### config.mk
export PLATFORM = sky130hd
export DESIGN_NAME = icache
export DESIGN_NICKNAME = d
export VERILOG_FILES = /design/src/rtl/icache.sv
export SDC_FILE = /design/constraint.sdc
export NUM_CORES = 2
export LEC_CHECK = 0
export CAP_MARGIN = 10
export CORE_UTILIZATION = 50
export CTS_BUF_LIST = sky130_fd_sc_hd__clkbuf_8
export CTS_CLUSTER_SIZE = 12
export DETAILED_ROUTE_END_ITERATION = 12
export PLACE_DENSITY = 0.69
export SLEW_MARGIN = 20
export SYNTH_ARGS = -nofsm -noshare
export SYNTH_HDL_FRONTEND = slang
export SYNTH_SLANG_ARGS = --single-unit
export TNS_END_PERCENT = 100
### constraint.sdc
create_clock -name clk_i -period 13.8 [get_ports clk_i]
set_input_delay 2.76 -clock clk_i [delete_from_list [all_inputs] [get_ports clk_i]]
set_output_delay 2.76 -clock clk_i [all_outputs]
set_load 0.01 [all_outputs]
### src/rtl/icache.sv
// Direct-mapped read-only instruction cache. A miss fetches the addressed line
// and the one after it in a single block read, then installs both.

module icache_line #(
  parameter int TAG_BITS  = 25,
  parameter int LINE_BITS = 128
) (
  input  logic                 clk_i,
  input  logic                 rst_i,
  input  logic                 flush_i,
  input  logic                 we_i,
  input  logic [TAG_BITS-1:0]  tag_i,
  input  logic [LINE_BITS-1:0] data_i,
  output logic                 valid_o,
  output logic [TAG_BITS-1:0]  tag_o,
  output logic [LINE_BITS-1:0] data_o
);
  logic                 valid_q;
  logic [TAG_BITS-1:0]  tag_q;
  logic [LINE_BITS-1:0] data_q;

  // A fill beats a same-cycle flush for this line.
  always_ff @(posedge clk_i) begin
    if (rst_i)        valid_q <= 1'b0;
    else if (we_i)    valid_q <= 1'b1;
    else if (flush_i) valid_q <= 1'b0;
  end

  always_ff @(posedge clk_i) begin
    if (we_i) begin
      tag_q  <= tag_i;
      data_q <= data_i;
    end
  end

  assign valid_o = valid_q;
  assign tag_o   = tag_q;
  assign data_o  = data_q;
endmodule

module icache #(
  parameter int LINE_BITS = 128,
  parameter int LINES     = 8,
  parameter int WORD      = 32
) (
  input  logic                 clk_i,
  input  logic                 rst_i,
  input  logic                 req_valid_i,
  input  logic [WORD-1:0]      req_addr_i,
  output logic                 req_ready_o,
  output logic                 resp_valid_o,
  output logic [WORD-1:0]      resp_inst_o,
  input  logic                 flush_i,
  output logic [WORD-1:0]      mem_addr_o,
  output logic                 mem_read_o,
  output logic                 mem_write_o,
  input  logic [LINE_BITS-1:0] mem_line0_i,
  input  logic [LINE_BITS-1:0] mem_line1_i,
  output logic [15:0]          miss_count_o
);
  localparam int LINE_BYTES = LINE_BITS / 8;
  localparam int OFF_BITS   = $clog2(LINE_BYTES);
  localparam int IDX_BITS   = $clog2(LINES);
  localparam int TAG_BITS   = WORD - OFF_BITS - IDX_BITS;
  localparam int NWORDS     = LINE_BITS / WORD;
  localparam int WSEL_BITS  = $clog2(NWORDS);
  localparam int BSEL_BITS  = OFF_BITS - WSEL_BITS;

  localparam logic [2:0] S_IDLE     = 3'd0;
  localparam logic [2:0] S_LOOKUP   = 3'd1;
  localparam logic [2:0] S_MEM_REQ  = 3'd2;
  localparam logic [2:0] S_MEM_WAIT = 3'd3;
  localparam logic [2:0] S_RESP     = 3'd4;

  typedef struct packed {
    logic [TAG_BITS-1:0]  tag;
    logic [IDX_BITS-1:0]  idx;
    logic [WSEL_BITS-1:0] wsel;
    logic [BSEL_BITS-1:0] bsel;
  } addr_t;

  logic [2:0] state_q, state_d;
  addr_t      addr_q, addr_d;
  logic [15:0] miss_q, miss_d;

  logic [LINES-1:0]                vld;
  logic [LINES-1:0][TAG_BITS-1:0]  tags;
  logic [LINES-1:0][LINE_BITS-1:0] datas;

  logic [WORD-1:0]     blk_addr, nxt_addr;
  logic [TAG_BITS-1:0] nxt_tag;
  logic [IDX_BITS-1:0] nxt_idx;
  logic                fill, hit;
  logic [NWORDS-1:0][WORD-1:0] cur_line;
  logic [WORD-1:0]     cur_word;
  logic                unused_bits;

  assign blk_addr = {addr_q.tag, addr_q.idx, {OFF_BITS{1'b0}}};
  // Prefetch address wraps at the top of the 32-bit space.
  assign nxt_addr = blk_addr + WORD'(LINE_BYTES);
  assign nxt_tag  = nxt_addr[WORD-1 -: TAG_BITS];
  assign nxt_idx  = nxt_addr[OFF_BITS +: IDX_BITS];
  assign unused_bits = ^{addr_q.bsel, nxt_addr[OFF_BITS-1:0]};

  assign fill = (state_q == S_MEM_WAIT);

  for (genvar g = 0; g < LINES; g++) begin : g_line
    logic sel0, sel1;
    assign sel0 = (addr_q.idx == IDX_BITS'(g));
    assign sel1 = (nxt_idx == IDX_BITS'(g));

    icache_line #(.TAG_BITS(TAG_BITS), .LINE_BITS(LINE_BITS)) u_line (
      .clk_i   (clk_i),
      .rst_i   (rst_i),
      .flush_i (flush_i),
      .we_i    (fill && (sel0 || sel1)),
      .tag_i   (sel0 ? addr_q.tag : nxt_tag),
      .data_i  (sel0 ? mem_line0_i : mem_line1_i),
      .valid_o (vld[g]),
      .tag_o   (tags[g]),
      .data_o  (datas[g])
    );
  end

  assign hit      = vld[addr_q.idx] && (tags[addr_q.idx] == addr_q.tag);
  assign cur_line = datas[addr_q.idx];
  // Word 0 sits in the most significant bits of the line.
  assign cur_word = cur_line[WSEL_BITS'(NWORDS-1) - addr_q.wsel];

  always_comb begin
    state_d = state_q;
    addr_d  = addr_q;
    miss_d  = miss_q;
    case (state_q)
      S_IDLE: begin
        if (req_valid_i) begin
          addr_d  = addr_t'(req_addr_i);
          state_d = S_LOOKUP;
        end
      end
      S_LOOKUP:   state_d = hit ? S_IDLE : S_MEM_REQ;
      S_MEM_REQ: begin
        miss_d  = miss_q + 16'd1;
        state_d = S_MEM_WAIT;
      end
      S_MEM_WAIT: state_d = S_RESP;
      S_RESP:     state_d = S_IDLE;
      default:    state_d = S_IDLE;
    endcase
  end

  always_ff @(posedge clk_i) begin
    if (rst_i) begin
      state_q <= S_IDLE;
      addr_q  <= '0;
      miss_q  <= 16'd0;
    end else begin
      state_q <= state_d;
      addr_q  <= addr_d;
      miss_q  <= miss_d;
    end
  end

  assign req_ready_o  = (state_q == S_IDLE);
  assign resp_valid_o = ((state_q == S_LOOKUP) && hit) || (state_q == S_RESP);
  assign resp_inst_o  = resp_valid_o ? cur_word : '0;
  assign mem_read_o   = (state_q == S_MEM_REQ);
  assign mem_addr_o   = mem_read_o ? blk_addr : '0;
  assign mem_write_o  = 1'b0;
  assign miss_count_o = miss_q;
endmodule
==> impl_metrics.tcl <==
set metrics [dict create \
    yosysTopAreaCell "edfxtp_1" \
    place_inst 5775 \
    grt_pass1_vias 38400 \
    status "complete, no violations" \
    synth_mux_area_frac 0.291 \
    crit_required_ns 11.04 \
    finalSetupViolCount 0 \
    cts_buffers 212 \
    dp_hpwl_um 101000 \
    fin_crit_sh 0.668 \
    fin_crit_ns 9.22 \
    core_sq_um 126000 \
    holdBufCountCts 0 \
    synth_top_area_frac 0.576 \
    synth_top_family_by_area "multiplexers" \
    p_sw_w 0.00221 \
    antenna_found_initial 56 \
    clock_latency_ns 0.97 \
    arrival_ns 6.46 \
    power_leakage_nw 24.1 \
    critical_path_class "reg2out" \
    tightest_slew_ns 1.18 \
    path_cells "buf_4 > buf_4 > mux2_2 > o22ai_1 > a221oi_1 > xnor2_1 > nand3_1 > nor3_1 > a41oi_4 > buf_4 > nor3_2 > clkdlybuf4s50_1" \
    via_per_inst 6.10 \
    drive_gt1_frac 0.366 \
    max-vdd-ir-drop_v 0.000103 \
    yosys.area_share.simple 0.0485 \
    cts_setup_buffers 0 \
    htreeDepth 4 \
    ys_top_cells_by_area "edfxtp_1 (58%), mux2_2 (16%), mux4_2 (12%)" \
    synth_flop_cell "edfxtp_1" \
    relSlewSlack 0.213 \
    root_buffer "clkbuf_8" \
    antenna_left 0 \
    fillCellCount 9772 \
    p_int_w 0.00638 \
    ctsResizeCount 0 \
    cp_slowest_stage_delay_ns 0.81 \
    drc 0 \
    ys_ff_latch 1281 \
    fin_nets 4636 \
    layout_setup_ws_ns 4.58 \
    cts_tree "built" \
    power.density_nw_per_um2 118 \
    die_w_um 359 \
    port_buffers 368 \
    yosysSeqAreaShare 0.594 \
    vias 37700 \
    cts.clk_slew.worst_paths_ns 0.06 \
    synth_fa_ha_area_frac 0.000981 \
    cp_slowest_cell "buf_4" \
    netlist_instances 3972 \
    start_kind "flop" \
    synth-edff-count 1224 \
    fmax_mhz 108 \
    utilization 0.579 \
    worstSetupEndpointType "output port" \
    die_h_um 359 \
    final_area_sq_um 73000 \
    grt_max_degree 130 \
    yosys.area_share.xor_xnor 0.0327 \
    routed_wl_um 181000 \
    gp_congestion 0.793 \
    synth_warnings 0 \
    swShare 0.257 \
    area_growth_pct 14.4 \
    hp-class "reg2reg" \
    grt_overflow 0 \
    placed_cell_area_sq_um 69100 \
    rows 130 \
    maxSlewViolCount 0 \
    hold_viol_final 0 \
    synth_compound_area_frac 0.0115 \
    dieArea_sq_um 129000 \
    worst_path_most_repeated_cell "buf_4" \
    ys_async_sr_fraction 0 \
    syn_area_per_cell_sq_um 16.1 \
    fin_skew_ns 0.0470 \
    stdcell_count 6183 \
    drt_iter0_drc 3576 \
    drtPass1Iterations 6 \
    cp_max_fo 53 \
    wl_per_cell_um 29.3 \
    rsz0062_at_grt "no" \
    share_seq_of_total_power 0.510 \
    pre_cts_slack_ns 5.55 \
    clockBufferDepth 3 \
    cap_violations 0 \
    netlist_area_sq_um 63800 \
    synth_cell_types 53 \
    p_comb_frac 0.131 \
    ios 376 \
    tns_ns 0 \
    initial_core_util 0.506 \
    cts.sinks 1281 \
    grt_pass1_wl_um 265000 \
    grt_use_total 0.281 \
    power.share.clock 0.358 \
]
[critical path: cells and delay by family (launching register included)]
family          cells  cell delay, ns
flops               1            0.63
buf+inv             4            2.47
mux                 1            0.42
xor+xnor            1            0.33
simple gates        3            1.09
compound gates      3            0.47
[flip-flops by register name, summed over array words and instances (netlist names)]
name                   flops
g_line.u_line.data_o    1024
addr_q                    30
state_q                    3
miss_count_o              16
g_line.u_line.tag_o      200
g_line.u_line.valid_o      8
[cell usage after synthesis, types with 3 or more instances]
| master | count |
|---|---|
| mux2_2 | 920 |
| xnor2_1 | 161 |
| nand2_1 | 474 |
| buf_2 | 57 |
| or3_1 | 4 |
| xor2_1 | 77 |
| inv_1 | 14 |
| a222oi_1 | 5 |
| ha_1 | 5 |
| dfxtp_1 | 57 |
| nor2_1 | 88 |
| o22ai_1 | 18 |
| nand4_1 | 14 |
| or2_2 | 3 |
| o21ai_0 | 10 |
| a21oi_1 | 46 |
| nand3_1 | 10 |
| and4_1 | 3 |
| buf_4 | 12 |
| mux4_2 | 332 |
| a221oi_1 | 8 |
| mux2i_1 | 74 |
| and3_1 | 5 |
| o32ai_1 | 3 |
| buf_1 | 40 |
| nor3_2 | 31 |
| and2_1 | 31 |
| clkbuf_1 | 187 |
| nor3b_1 | 3 |
| buf_6 | 5 |
| a2bb2oi_1 | 7 |
| a22oi_1 | 6 |
| edfxtp_1 | 1224 |
| nor3_1 | 12 |
[path summary, 6_finish.rpt]
| kind | cells after the start | slack [ns] | end | start |
|---|---|---|---|---|
| max reg2reg | 8 | 8.33 | g_line[5].u_line.data_o[106] | addr_q[4] |
| min reg2reg | 2 | 0.47 | g_line[5].u_line.valid_o | g_line[5].u_line.valid_o |
| min | 2 | 0.47 | g_line[5].u_line.valid_o | g_line[5].u_line.valid_o |
| max | 12 | 4.58 | resp_inst_o[3] | addr_q[5] |
[cells by family (layout without fill, tap and decap cells)]
logic type / after synthesis / count (layout)
multiplexers: 1326 / 1326
other: 1 / 23
AND/OR/NAND/NOR: 693 / 693
XOR/XNOR: 238 / 238
flip-flops: 1281 / 1281
adder cells (fa/ha/maj): 5 / 5
AO/OA/AOI/OAI: 112 / 112
buffers and inverters: 316 / 855
[layer usage]
metal | vias to the layer above | wire, um | track usage
li1 | 16200 | - | -
met3 | 280 | 15700 | 0.0673
met1 | 19600 | 73400 | 0.377
met2 | 1594 | 88100 | 0.454
met4 | 54 | 3860 | 0.0820
met5 | - | 328 | 0
[power by group through the flow]
stage	Sequential, W	Combinational [W]	Clock (W)
after detailed placement	0.00446	0.00112	0
after floorplan	0.00444	0.000724	0
final	0.00438	0.00112	0.00308
after global placement	0.00446	0.00111	0
after CTS	0.00438	0.00112	0.00314
after global routing	0.00438	0.00119	0.00331
[cell type report]
cell class | instances | area [sq um] | area share
antenna | 18 | 45.0 | 0.000617
clock buffer | 215 | 2960 | 0.0406
clock inverter | 175 | 845 | 0.0116
inverter | 15 | 63.8 | 0.000875
multi-input combinational | 2379 | 24700 | 0.339
sequential | 1281 | 37900 | 0.520
tap | 1650 | 2060 | 0.0283
timing repair buffer | 450 | 4360 | 0.0597
[through the flow]
step	total power (W)	hold WS [ns]
2_1_floorplan	0.00516	0.433
3_3_place_gp	0.00557	0.456
3_5_place_dp	0.00558	0.463
4_1_cts	0.00864	0.471
5_1_grt	0.00888	0.502
6_report	0.00858	0.466
[cell usage in the layout, fill, tap and decap left out, types with 7 or more instances in the layout]
master           netlist  layout
edfxtp_1            1224    1224
mux2_2               920     920
nand2_1              474     472
clkdlybuf4s50_1        0     367
mux4_2               332     332
clkbuf_8               0     215
xnor2_1              161     161
inv_1                 14      93
nor2_1                88      82
xor2_1                77      77
buf_4                 12      77
mux2i_1               74      74
clkinv_1               1      59
dfxtp_1               57      51
a21oi_1               46      45
nor3_2                31      32
and2_1                31      31
diode_2                0      18
o22ai_1               18      18
clkinv_2               0      17
nand4_1               14      14
nor3_1                12      11
nand3_1               10      10
o21ai_0               10      10
a221oi_1               8       8
a2bb2oi_1              7       7
Power figures use the tool's default switching activity.
==> variant: new RTL, same flow settings <==
`LINE_BITS` is set to 128 in 2 places; all go to 64.
--- a/src/rtl/icache.sv
+++ b/src/rtl/icache.sv
@@ -3,7 +3,7 @@
 
 module icache_line #(
   parameter int TAG_BITS  = 25,
-  parameter int LINE_BITS = 128
+  parameter int LINE_BITS = 64
 ) (
   input  logic                 clk_i,
   input  logic                 rst_i,
@@ -39,7 +39,7 @@
 endmodule
 
 module icache #(
-  parameter int LINE_BITS = 128,
+  parameter int LINE_BITS = 64,
   parameter int LINES     = 8,
   parameter int WORD      = 32
 ) (
Ports: changed (resized mem_line0_i and mem_line1_i); port bits go from 376 to 248. The function was not compared with the original's and may differ.
==> variant against the original RTL <==
- count of clock-buffer cells in the layout shrank 72
- sequential power is 39% lower
- worst setup slack improved by 150 ps
- worst hold slack barely moved
- final cell count is 38% lower
- maximum frequency increased by 1.7%
- power decreased by 40%
- sequential cell count decreased by 504
- final area decreased by 39%
- synthesized area fell by 39%
- combinational power decreased by 42%
- synthesized cell count fell by 39%
- routed wire length shrank 44%
==> variant: results (changes against the original RTL) <==
** Yosys
- Sequential share of the synthesized area :: 58.9% (was 59.4%)
- The count of warnings emitted by yosys was 0 (unchanged).
- Post-synth top flop :: edfxtp_1 (unchanged)
- The async set-or-reset flop fraction in the synthesized netlist came to 0% (unchanged).
- The number of flops mapped to enable cells by yosys came to 720 (was 1224).
- Yosys cell types :: 62 (was 53)
- Top post-synthesis cells by count: edfxtp_1 (720), mux2_2 (538), mux4_2 (170) (was edfxtp_1 (1224), mux2_2 (920), nand2_1 (474)).
- Top cells by area, synth :: edfxtp_1 (56%), mux2_2 (16%), mux4_2 (9.9%), xnor2_1 (3.8%), dfxtp_1 (3.0%) (was edfxtp_1 (58%), mux2_2 (16%), mux4_2 (12%), nand2_1 (2.8%), xnor2_1 (2.2%))

** Critical path
- The highest net fanout along the worst path came to 52 (was 53).
- The total buffers and inverters traversed by the critical path was 3 (was 4).
- Critical path's slowest cell :: buf_4 (unchanged)
- The worst endpoint data arrival time was 6310 ps (was 6460 ps).
- Top Family by Delay on Critical Path :: buffers and inverters (unchanged)
- The maximum cell stage delay along the critical path came to 900 ps (was 810 ps).

** CTS
- The number of levels in the clock H-tree was 4 (unchanged).
- The deepest clock path buffer count is 3 (unchanged).
- The total CTS buffers came to 137 (was 212).
- After clock tree synthesis, the clock-pin slew on the worst setup and hold paths is 70 ps.
- The number of gates given a new drive strength after cts was 0 (unchanged).
- Buffer cell driving the clock tree root :: clkbuf_8 (unchanged)
- Clock latency at the later pin of the worst-skew pair :: 770 ps (was 970 ps)
- Number of post-CTS setup repair buffers :: 0 (unchanged)

** Status
- Status :: finished, final reports clean (unchanged)

** Timing
- Headroom to the max-slew limit :: 23.7% (was 21.3%)
- Fin Clk Skew :: 28.0 ps (was 47.0 ps)

** Global route
- The total global routing track utilization was 26.0% (was 28.1%).
- The global-route wire length before repair is 149000 um (was 265000 um).
- The number of global-route vias before repair came to 23.6k (was 38.4k).
- The initial antenna violation count was 11 (was 56).
- The pin count of the biggest net entering global routing came to 123 (was 130).

** Placement
- Half-perimeter wire length after detailed placement :: 56200 um (was 101000 um)
- Number of port buffers :: 241 (was 368)
- Setup Slack @ Placement :: 5550 ps (about the same)
- Weighted congestion reported at the end of routability-driven placement :: 0.803 (was 0.793)

** Power
- Leakage :: 14.7 nW (was 24.1 nW)
- The maximum vdd drop was 0.0545 mV (was 0.103 mV).

** Cells and area
- The number of flip-flops under the largest register name is 512 (was 1024).
- The share of layout cells above drive strength 1 came to 34.6% (was 36.6%).
- The number of inserted filler cells in the final layout is 5907 (was 9772).
- Total Nets Final :: 2852 (was 4636)

** Route
- WL per Instance :: 26.6 um (was 29.3 um)
- Violation count after the first detailed-routing iteration :: 1768 (was 3576)
- 1st-pass router iterations :: 5 (was 6)
- Ratio of routed vias to standard cells :: 5.95 (was 6.10)

** Worst hold path
- Type of the most critical hold path :: register to register (unchanged)
==> variant: worst paths after layout <==
| path | depth (start not counted) | startpoint | slack [ps] | end |
|---|---|---|---|---|
| setup / recovery | 11 | addr_q[4] | 4730 | resp_inst_o[21] |
| hold / removal | 2 | addr_q[2] | 470 | addr_q[2] |
| setup reg to reg | 9 | addr_q[5] | 8600 | g_line[3].u_line.data_o[13] |
| hold reg to reg | 2 | addr_q[2] | 470 | addr_q[2] |
==> variant: per-stage QoR <==
step / total power, mW / hold slack (ps) / std cells / util, % / cell area, sq um
after global routing: 5.37 / 475 / 3807 / 58.4 / 44500
after detailed placement: 3.34 / 455 / 3573 / 55.2 / 42100
after floorplan: 3.12 / 451 / 2431 / - / 38600
final: 5.18 / 465 / 3810 / 58.4 / 44500
after CTS: 5.23 / 465 / 3804 / 58.3 / 44500
after global placement: 3.33 / 448 / 3573 / 55.2 / 42100
==> variant: worst register-to-register path, cell delays in order, from the launching register on <==
cell and delay, ps:
dfxtp_1 310, buf_4 480, clkinv_2 650, buf_4 610, ha_1 560, nor2b_1 290
a21oi_1 150, nor2_4 120, buf_4 780, buf_4 780
==> variant: routing by layer <==
layer  global-route usage, %  vias up  share of wire [%]
li1                        -     9906                  -
met1                    34.1    11700                 41
met2                    43.6      825                 50
met3                    5.29      165                7.2
met4                    7.64       14                1.9
met5                       0        -              0.081
==> variant: kinds of logic after synthesis <==
family          count (synthesis)  share of synthesized area (%)
compound gates                119                           2.10
simple gates                  339                           4.29
xor+xnor                      241                           5.47
other cells                     1                        0.00971
fa+ha+maj                       5                          0.162
flops                         777                           58.9
mux                           751                           26.8
buf+inv                       195                           2.24
==> variant: layout make-up <==
| cell class | instances | area, sq um | share of cell area [%] |
|---|---|---|---|
| sequential | 777 | 22800 | 51.2 |
| clock inverter | 88 | 405 | 0.911 |
| antenna | 5 | 12.5 | 0.0281 |
| tap | 1030 | 1290 | 2.90 |
| timing repair buffer | 297 | 2880 | 6.46 |
| clock buffer | 143 | 1970 | 4.42 |
| multi-input combinational | 1459 | 15100 | 34.0 |
| inverter | 11 | 42.5 | 0.0956 |
==> variant: where the power goes <==
part / leakage [nW] / internal, mW / switching (mW)
clock: 1.40 / 0.956 / 0.931
sequential: 6.94 / 2.62 / 0.0283
combinational: 6.40 / 0.319 / 0.328
